### src/rtl/fetch_unit.sv
// Instruction fetch stage: holds the fetch PC, issues single-outstanding memory
// requests and buffers returned words with their PCs for decode.
//
// state  | meaning
// IDLE   | no request in flight, waiting for buffer room
// REQ    | request presented, held stable until accepted
// WAIT   | request accepted, waiting for its response
module fetch_unit #(
  parameter logic [31:0] RESET_PC   = 32'h0000_0000,
  parameter int          IBUF_DEPTH = 2
) (
  input  logic        clk,
  input  logic        reset_n,
  input  logic [31:0] redirect_addr,
  input  logic        redirect_en,
  output logic        imem_req_valid,
  input  logic        imem_req_ready,
  output logic [31:0] imem_req_addr,
  input  logic        imem_rsp_valid,
  input  logic [31:0] imem_rsp_data,
  output logic        inst_valid,
  input  logic        inst_ready,
  output logic [31:0] inst_pc,
  output logic [31:0] inst_data
);
  localparam int AW = $clog2(IBUF_DEPTH);
  localparam int CW = AW + 1;
  localparam logic [CW-1:0] DEPTH_C = CW'(IBUF_DEPTH);
  localparam logic [31:0] RESET_PC_W = RESET_PC & ~32'd3;

  localparam logic [1:0] S_IDLE = 2'd0;
  localparam logic [1:0] S_REQ  = 2'd1;
  localparam logic [1:0] S_WAIT = 2'd2;

  logic [1:0]    r_state;
  logic [31:0]   r_pc;
  logic          r_stale;
  logic          r_req_valid;
  logic [31:0]   r_req_addr;
  logic [31:0]   r_buf_pc   [IBUF_DEPTH];
  logic [31:0]   r_buf_data [IBUF_DEPTH];
  logic [AW-1:0] r_rd_ptr;
  logic [AW-1:0] r_wr_ptr;
  logic [CW-1:0] r_count;

  logic          w_push;
  logic          w_pop;
  logic          w_launch;
  logic [CW-1:0] w_count_nxt;
  logic [31:0]   w_redir_pc;

  assign w_redir_pc  = redirect_addr & ~32'd3;
  assign w_push      = (r_state == S_WAIT) && imem_rsp_valid && !r_stale && !redirect_en;
  assign w_pop       = inst_valid && inst_ready && !redirect_en;
  assign w_count_nxt = redirect_en ? '0 : (r_count + CW'(w_push) - CW'(w_pop));
  // Launching only below full leaves room for the single response in flight.
  assign w_launch    = !redirect_en && (w_count_nxt < DEPTH_C);

  always_ff @(posedge clk or negedge reset_n) begin
    if (!reset_n) begin
      r_state     <= S_IDLE;
      r_pc        <= RESET_PC_W;
      r_stale     <= 1'b0;
      r_req_valid <= 1'b0;
      r_req_addr  <= '0;
    end else begin
      case (r_state)
        S_IDLE: begin
          if (w_launch) begin
            r_req_valid <= 1'b1;
            r_req_addr  <= r_pc;
            r_state     <= S_REQ;
          end
        end
        S_REQ: begin
          if (imem_req_ready) begin
            r_req_valid <= 1'b0;
            r_state     <= S_WAIT;
            // A stale held request was not fetched from r_pc, so r_pc stays put.
            if (!redirect_en && !r_stale) r_pc <= r_pc + 32'd4;
          end
          if (redirect_en) r_stale <= 1'b1;
        end
        S_WAIT: begin
          if (imem_rsp_valid) begin
            r_stale <= 1'b0;
            if (w_launch) begin
              r_req_valid <= 1'b1;
              r_req_addr  <= r_pc;
              r_state     <= S_REQ;
            end else begin
              r_state <= S_IDLE;
            end
          end else if (redirect_en) begin
            r_stale <= 1'b1;
          end
        end
        default: begin
          r_state     <= S_IDLE;
          r_req_valid <= 1'b0;
        end
      endcase
      if (redirect_en) r_pc <= w_redir_pc;
    end
  end

  always_ff @(posedge clk or negedge reset_n) begin
    if (!reset_n) begin
      r_rd_ptr <= '0;
      r_wr_ptr <= '0;
      r_count  <= '0;
    end else if (redirect_en) begin
      r_rd_ptr <= '0;
      r_wr_ptr <= '0;
      r_count  <= '0;
    end else begin
      if (w_push) r_wr_ptr <= r_wr_ptr + AW'(1);
      if (w_pop)  r_rd_ptr <= r_rd_ptr + AW'(1);
      r_count <= w_count_nxt;
    end
  end

  always_ff @(posedge clk) begin
    if (w_push) begin
      r_buf_pc[r_wr_ptr]   <= r_req_addr;
      r_buf_data[r_wr_ptr] <= imem_rsp_data;
    end
  end

  assign imem_req_valid = r_req_valid;
  assign imem_req_addr  = r_req_addr;
  assign inst_valid     = (r_count != '0);
  assign inst_pc        = inst_valid ? r_buf_pc[r_rd_ptr]   : '0;
  assign inst_data      = inst_valid ? r_buf_data[r_rd_ptr] : '0;

endmodule

### config.mk
export PLATFORM = sky130hd
export DESIGN_NAME = fetch_unit
export DESIGN_NICKNAME = d
export VERILOG_FILES = /design/src/rtl/fetch_unit.sv
export SDC_FILE = /design/constraint.sdc
export NUM_CORES = 1
export LEC_CHECK = 0
export CAP_MARGIN = 20
export CORE_MARGIN = 4
export CORE_UTILIZATION = 52
export CTS_CLUSTER_SIZE = 14
export DETAILED_ROUTE_END_ITERATION = 12
export GPL_TIMING_DRIVEN = 0
export PLACE_DENSITY = 0.81
export SYNTH_ARGS = -nofsm -noshare
export SYNTH_HDL_FRONTEND = slang
export SYNTH_SLANG_ARGS = --single-unit
### constraint.sdc
create_clock -name clk -period 9.05 [get_ports clk]
set_input_delay 1.81 -clock clk [delete_from_list [all_inputs] [get_ports clk]]
set_output_delay 1.81 -clock clk [all_outputs]
set_load 0.01 [all_outputs]
==> results.sh, run 1 <==
export IMPL_hold_fix_buffers_at_cts=0
export IMPL_firstDrtPassIters=5
export IMPL_wirelength_um=17850
export IMPL_cts_made_buffers=17
export IMPL_synthDistinctLibCells=43
export IMPL_critical_path_max_fanout=10
export IMPL_hold_crit_class="flop to flop"
export IMPL_criticalPathCategory="input pin to flop"
export IMPL_period_share_pct=54.16
export IMPL_post_route_cells_drive_above_1_share_pct=10.19
export IMPL_fin_nets=849
export IMPL_initial_utilization_pct=52.93
export IMPL_register_area_mm2=0.005425
export IMPL_post_synth_inst_count=588
export IMPL_final_hold_fails=0
export IMPL_area_growth_synth_to_final_pct=31.78
export IMPL_setup_worst_path_start_class="input pin"
export IMPL_cts_max_level=4
export IMPL_io_pin_count=168
export IMPL_clkSinkCount=192
export IMPL_fmaxAchievable_mhz=204.0
export IMPL_cts_repair_resize_count=0
export IMPL_placementRows=45
export IMPL_setup_tns_ns=0
export IMPL_cts_root_to_sink_buffers=2
export IMPL_synth_xor_xnor_area_share_pct=1.804
export IMPL_multi_input_comb_area_mm2=0.002444
export IMPL_antenna_violating_nets_remaining=0
export IMPL_timing_clock_skew_ns=0.005622
export IMPL_post_drt_wl_per_cell_um=18.34
export IMPL_gp_routability_congestion=0.8741
export IMPL_floorplan_die_area_mm2=0.01753
export IMPL_wire_length_of_the_first_global_routing_pass_um=28460
export IMPL_whs_ns=0.4934
export IMPL_grt_pass1_vias=5492
export IMPL_endpoints_failing_setup=0
export IMPL_ys_ff_latch=192
export IMPL_clock_root_buffer="sky130_fd_sc_hd__clkbuf_16"
export IMPL_crit_top_cell="sky130_fd_sc_hd__clkbuf_1"
export IMPL_grt_max_degree=69
export IMPL_tightest_slew_ns=1.024
export IMPL_yosysSeqAreaShare_pct=67.42
export IMPL_post_synth_instance_area_mm2=0.008046
export IMPL_synth_top_family_by_area="multiplexers"
export IMPL_cp_required_ns=9.35
export IMPL_timing_max_cap_violations=0
export IMPL_vias=5345
export IMPL_synth_mux_area_share_pct=12.30
export IMPL_viasPerCell=5.493
export IMPL_cpPeakStageDelay_ns=0.61
export IMPL_cts_setup_buffers=0
export IMPL_post_synth_and_or_nand_nor_area_fraction_pct=10.59
export IMPL_cts_reportedPaths_clkPinSlew_ns=0.07
export IMPL_layout_common_cells="sky130_fd_sc_hd__clkdlybuf4s50_1 (159), sky130_fd_sc_hd__edfxtp_1 (124), sky130_fd_sc_hd__nor2_1 (89)"
export IMPL_yosysWarningCount=0
export IMPL_crit_arrival_ns=5.20
export IMPL_clkLatencyLatePin_ns=0.42
export IMPL_dr_first_iter_drc_count=424
export IMPL_run_status="complete, no violations"
export IMPL_leakage_uw=0.003649
export IMPL_nFillCells=1090
export IMPL_sequence_of_cells_on_the_critical_path="clkbuf_1 > inv_2 > clkbuf_1 > nand2_1 > ha_1 > inv_1 > ha_1 > xnor3_1 > nand2_1 > a21oi_1 > clkbuf_1 > mux2_2"
export IMPL_die_height_um=132.4
export IMPL_placeableCoreArea_mm2=0.01520
export IMPL_port_buffer_count=160
export IMPL_synth_fa_ha_area_share_pct=1.088
export IMPL_n_antenna_cell=0
export IMPL_drc=0
export IMPL_post_route_min_period_ns=4.902
export IMPL_dieWidth_um=132.4
export IMPL_cell_with_the_largest_stage_delay_on_the_worst_path="sky130_fd_sc_hd__clkbuf_1"
export IMPL_cts_tree="done"
export IMPL_overflow=0
export IMPL_setup_worst_path_end_class="flop"
export IMPL_grt_antenna_before_repair=0
export IMPL_maximum_ir_drop_on_the_vdd_rail_v=0.0001490
export IMPL_power_density_mw_per_mm2=232.5
export IMPL_report_final_slew_viol_count=0
export IMPL_layout_cells_most_common="sky130_fd_sc_hd__clkdlybuf4s50_1"
export IMPL_slew_limit_headroom_pct=31.51
export IMPL_place_hpwl_um=12470
export IMPL_synth_compound_gate_area_share_pct=4.245
export IMPL_syn_mean_instance_area_um2=13.68
export IMPL_grt_usage_pct=20.41
export IMPL_rsz0062_at_grt="no"
==> layer usage <==
layer	routed length, um	global-route usage (%)
met4	357	7.564
met1	7616	26.93
met2	8901	33.92
met3	974	3.893
met5	0	0
==> power by group <==
part	switching [uW]	total, uW	internal [uW]
sequential	101	1170	1070
combinational	209	486	277
clock	316	807	491
==> sequential cells by signal, indices dropped and copies added (netlist names) <==
register,flops
r_buf_data,64
r_buf_pc,60
imem_req_addr,30
r_pc,30
r_count,2
r_state,2
imem_req_valid,1
r_rd_ptr,1
r_stale,1
r_wr_ptr,1
==> logic make-up after synthesis <==
group,Yosys count
DFF,192
and+or+nand+nor,178
xor gates and xnor gates,15
AOI/OAI and AO/OA,53
adders and majority gates,7
buffers and inverters,47
other,1
muxes,95
==> worst max-delay path: cells and delay by family <==
family | cells | cell delay (ns)
mux | 1 | 0.42
simple gates | 2 | 0.32
xor+xnor | 1 | 0.25
fa+ha+maj | 2 | 0.50
compound gates | 1 | 0.35
buf+inv | 5 | 1.54
==> cell type report <==
cell class                 count  share of cell area, %
buffer                        35                  1.475
clock buffer                  18                  4.047
clock inverter                14                  2.029
inverter                      12                 0.4248
multi-input combinational    352                  23.04
sequential                   192                  51.16
tap                          188                  2.218
timing repair buffer         162                  15.60
==> final timing paths <==
| kind | startpoint | end | slack, ns | cells after the start |
|---|---|---|---|---|
| min in group asynchronous | reset_n | imem_req_addr[10]$_DFFE_PN0P_ | 1.51 | 1 |
| min | imem_req_addr[29]$_DFFE_PN0P_ | r_buf_pc[1][29]$_DFFE_PP_ | 0.49 | 0 |
| min reg2reg | imem_req_addr[29]$_DFFE_PN0P_ | r_buf_pc[1][29]$_DFFE_PP_ | 0.49 | 0 |
| max in group asynchronous | reset_n | imem_req_addr[22]$_DFFE_PN0P_ | 6.98 | 1 |
| max | redirect_en | imem_req_addr[27]$_DFFE_PN0P_ | 4.15 | 12 |
| max reg2reg | r_count[1]$_DFF_PN0_ | imem_req_addr[27]$_DFFE_PN0P_ | 5.11 | 12 |
==> metrics by stage <==
| stage | worst slack (ns) | area (um2) | total power (uW) | utilization (%) | std cells |
|---|---|---|---|---|---|
| after floorplan | 3.509 | 8058 | 1393 | - | 591 |
| after global placement | 1.813 | 9894 | 1654 | 65.09 | 939 |
| after detailed placement | 3.769 | 9960 | 1680 | 65.51 | 941 |
| after CTS | 4.179 | 10600 | 2483 | 69.75 | 973 |
| after global routing | 4.011 | 10600 | 2565 | 69.75 | 973 |
| final | 4.148 | 10600 | 2465 | 69.75 | 973 |
==> cell usage after synthesis (all sizes together) <==
cell / number / area, um2
or2: 3 / 18.77
nor4: 5 / 31.28
a21oi: 2 / 10.01
a22oi: 1 / 7.510
and3: 2 / 12.51
or4b: 1 / 10.01
nor2: 90 / 337.8
edfxtp: 124 / 3724
and3b: 1 / 8.760
or3: 6 / 37.54
a31o: 1 / 8.760
o32a: 1 / 10.01
a22o: 1 / 8.760
o22ai: 1 / 6.260
o41ai: 1 / 8.760
nor3: 3 / 15.01
nor2b: 2 / 12.51
dfrtp: 68 / 1702
xor2: 5 / 43.79
o21ai: 14 / 70.07
nand4: 13 / 87.58
conb: 1 / 3.750
clkbuf: 26 / 97.59
mux2: 31 / 349.1
nand4b: 1 / 8.760
ha: 7 / 87.58
or4: 17 / 127.6
a31oi: 17 / 106.4
nand3b: 2 / 15.01
xnor3: 1 / 22.52
nand2: 25 / 93.84
mux2i: 64 / 640.6
nand3: 7 / 35.03
xnor2: 9 / 78.83
o31ai: 13 / 97.59
buf: 9 / 58.81
a21o: 1 / 7.510
inv: 12 / 45.04
(Power assumes the default switching activity.)
==> inputs of run 2 (changes only) <==
--- a/config.mk
+++ b/config.mk
@@ -7,11 +7,11 @@
 export LEC_CHECK = 0
 export CAP_MARGIN = 20
 export CORE_MARGIN = 4
-export CORE_UTILIZATION = 52
+export CORE_UTILIZATION = 51
 export CTS_CLUSTER_SIZE = 14
 export DETAILED_ROUTE_END_ITERATION = 12
 export GPL_TIMING_DRIVEN = 0
-export PLACE_DENSITY = 0.81
+export PLACE_DENSITY = 0.8
 export SYNTH_ARGS = -nofsm -noshare
 export SYNTH_HDL_FRONTEND = slang
 export SYNTH_SLANG_ARGS = --single-unit
==> constraint.sdc (replaced) <==
create_clock -name clk -period 5.1 [get_ports clk]
set_input_delay 1.02 -clock clk [delete_from_list [all_inputs] [get_ports clk]]
set_output_delay 1.02 -clock clk [all_outputs]
set_load 0.01 [all_outputs]
==> run 2 against run 1 <==
Compared with the run above: flip-flop and latch count is the same; total power grew 71%; first-iteration DRC count shrank 21%; clock power grew 59%; highest routed layer unchanged.
==> results.sh, run 2 (synthesis results as in run 1) <==
export IMPL_fmaxAchievable_mhz=243.1
export IMPL_placeableCoreArea_mm2=0.01531
export IMPL_n_antenna_cell=0
export IMPL_top_delay_family_on_crit_path="buffers and inverters"
export IMPL_hold_crit_class="flop to flop"
export IMPL_hold_fix_buffers_at_cts=0
export IMPL_grt_pass1_vias=5538
export IMPL_post_drt_wl_per_cell_um=18.22
export IMPL_firstDrtPassIters=5
export IMPL_setup_worst_path_end_class="flop"
export IMPL_setup_tns_ns=0
export IMPL_cts_setup_buffers=0
export IMPL_grt_max_degree=69
export IMPL_gp_routability_congestion=0.8697
export IMPL_postLayoutCellArea_mm2=0.01056
export IMPL_largest_register="r_buf_data"
export IMPL_cts_max_level=4
export IMPL_worst_r2r_cell_count=12
export IMPL_detailed_place_area_mm2=0.009981
export IMPL_endpoints_failing_setup=0
export IMPL_crit_arrival_ns=4.42
export IMPL_largest_reg_flops=64
export IMPL_io_pin_count=168
export IMPL_area_growth_synth_to_final_pct=31.18
export IMPL_final_hold_fails=0
export IMPL_crit_top_cell="sky130_fd_sc_hd__clkbuf_1"
export IMPL_cell_with_the_largest_stage_delay_on_the_worst_path="sky130_fd_sc_hd__clkbuf_1"
export IMPL_drc=0
export IMPL_initial_utilization_pct=52.54
export IMPL_placementRows=45
export IMPL_overflow=0
export IMPL_finish_cell_count_without_fillers=996
export IMPL_report_final_slew_viol_count=0
export IMPL_vias=5393
export IMPL_cts_reportedPaths_clkPinSlew_ns=0.07
export IMPL_critical_path_max_fanout=10
export IMPL_critical_path_depth=12
export IMPL_run_status="complete, no violations"
export IMPL_dr_first_iter_drc_count=333
export IMPL_top_regs="r_buf_data (64), r_buf_pc (60)"
export IMPL_worst_hold_path_num_cells=0
export IMPL_placed_cells_incl_taps=964
export IMPL_sequence_of_cells_on_the_critical_path="clkbuf_1 > inv_2 > clkbuf_1 > nand2_1 > ha_1 > inv_1 > ha_1 > xnor3_1 > nand2_1 > a21oi_1 > clkbuf_1 > mux2_2"
export IMPL_grt_antenna_before_repair=0
export IMPL_power_density_mw_per_mm2=399.5
export IMPL_leakage_uw=0.003615
export IMPL_fin_nets=849
export IMPL_cts_tree="done"
export IMPL_dieWidth_um=133.6
export IMPL_period_share_pct=80.66
export IMPL_clkLatencyLatePin_ns=0.42
export IMPL_clock_root_buffer="sky130_fd_sc_hd__clkbuf_16"
export IMPL_viasPerCell=5.415
export IMPL_tightest_slew_ns=0.9487
export IMPL_criticalPathCategory="input pin to flop"
export IMPL_cts_made_buffers=17
export IMPL_port_buffer_count=160
export IMPL_post_route_cells_drive_above_1_share_pct=10.32
export IMPL_wire_length_of_the_first_global_routing_pass_um=29240
export IMPL_cts_root_to_sink_buffers=2
export IMPL_die_height_um=133.6
export IMPL_floorplan_die_area_mm2=0.01785
export IMPL_slew_limit_headroom_pct=36.52
export IMPL_layout_cells_most_common="sky130_fd_sc_hd__clkdlybuf4s50_1"
export IMPL_timing_max_cap_violations=0
export IMPL_timing_clock_skew_ns=0.009593
export IMPL_layout_common_cells="sky130_fd_sc_hd__clkdlybuf4s50_1 (159), sky130_fd_sc_hd__edfxtp_1 (124), sky130_fd_sc_hd__nor2_1 (89)"
export IMPL_place_hpwl_um=12700
export IMPL_cp_required_ns=5.41
export IMPL_maximum_ir_drop_on_the_vdd_rail_v=0.0002543
export IMPL_wirelength_um=18150
export IMPL_cts_repair_resize_count=0
export IMPL_setup_worst_path_start_class="input pin"
export IMPL_worstPathBufferInverterCount=5
export IMPL_cpPeakStageDelay_ns=0.62
export IMPL_clkSinkCount=192
export IMPL_rsz0062_at_grt="no"
export IMPL_antenna_violating_nets_remaining=0
export IMPL_post_route_min_period_ns=4.114
export IMPL_grt_usage_pct=20.80
export IMPL_whs_ns=0.4946
[run 2: cell count changes in the layout (fill, tap and decap cells not counted)]
cell	previous run	this run
sky130_fd_sc_hd__buf_16	2	1
sky130_fd_sc_hd__inv_6	0	6
sky130_fd_sc_hd__clkbuf_1	27	26
sky130_fd_sc_hd__clkinv_2	3	1
sky130_fd_sc_hd__bufinv_16	5	1
sky130_fd_sc_hd__clkinv_4	4	2
sky130_fd_sc_hd__buf_12	0	1
sky130_fd_sc_hd__inv_8	0	2
sky130_fd_sc_hd__inv_4	0	1
[run 2: worst register-to-register path, cell delays in order, from the launching register on]
cell and delay, ns:
sky130_fd_sc_hd__dfrtp_1 0.38, sky130_fd_sc_hd__nor2_1 0.73, sky130_fd_sc_hd__inv_1 0.14, sky130_fd_sc_hd__nand2_1 0.16, sky130_fd_sc_hd__nor2_1 0.06, sky130_fd_sc_hd__ha_1 0.30, sky130_fd_sc_hd__inv_1 0.05, sky130_fd_sc_hd__ha_1 0.18
sky130_fd_sc_hd__xnor3_1 0.22, sky130_fd_sc_hd__nand2_1 0.10, sky130_fd_sc_hd__a21oi_1 0.37, sky130_fd_sc_hd__clkbuf_1 0.62, sky130_fd_sc_hd__mux2_2 0.41
[run 2: worst paths after layout]
path,from,end,slack (ns)
setup / recovery,redirect_en,imem_req_addr[4]$_DFFE_PN0P_,0.99
hold / removal,imem_req_addr[4]$_DFFE_PN0P_,r_buf_pc[1][4]$_DFFE_PP_,0.49
setup reg to reg,r_count[1]$_DFF_PN0_,imem_req_addr[4]$_DFFE_PN0P_,1.25
hold reg to reg,imem_req_addr[4]$_DFFE_PN0P_,r_buf_pc[1][4]$_DFFE_PP_,0.49
max in group asynchronous,reset_n,imem_req_addr[3]$_DFFE_PN0P_,3.81
min in group asynchronous,reset_n,imem_req_addr[8]$_DFFE_PN0P_,0.69
[run 2: per-layer routing]
layer	wire, um	GRT usage, %	share of wire [%]	vias up
li1	-	-	-	2536
met1	7341	26.52	40	2638
met2	9474	35.81	52	193
met3	972	4.003	5.4	26
met4	360	7.257	2.0	0
met5	0	0	0	-
[run 2: where the power goes]
group          switching (uW)  total [uW]  internal, uW
combinational             373         864           491
clock                     586        1280           690
sequential                177        2080          1900
total                    1140        4220          3080
[run 2: layout make-up]
class | count | area [um2]
repair buffers | 162 | 1647
clock inverters | 15 | 148.9
fillers | 1125 | 4760
clock buffers | 17 | 425.4
inverters | 12 | 45.04
multi-input cells | 352 | 2444
plain buffers | 35 | 156.4
flip-flops and latches | 192 | 5425
well taps | 211 | 264.0
[run 2: stage by stage]
step	total power, uW	util (%)	setup slack, ns
floorplan	2472	-	0.3488
global placement	2933	64.80	-1.384
detailed placement	2978	65.17	0.6376
CTS	4253	68.92	1.017
global route	4399	68.92	0.7469
finish	4217	68.92	0.9863
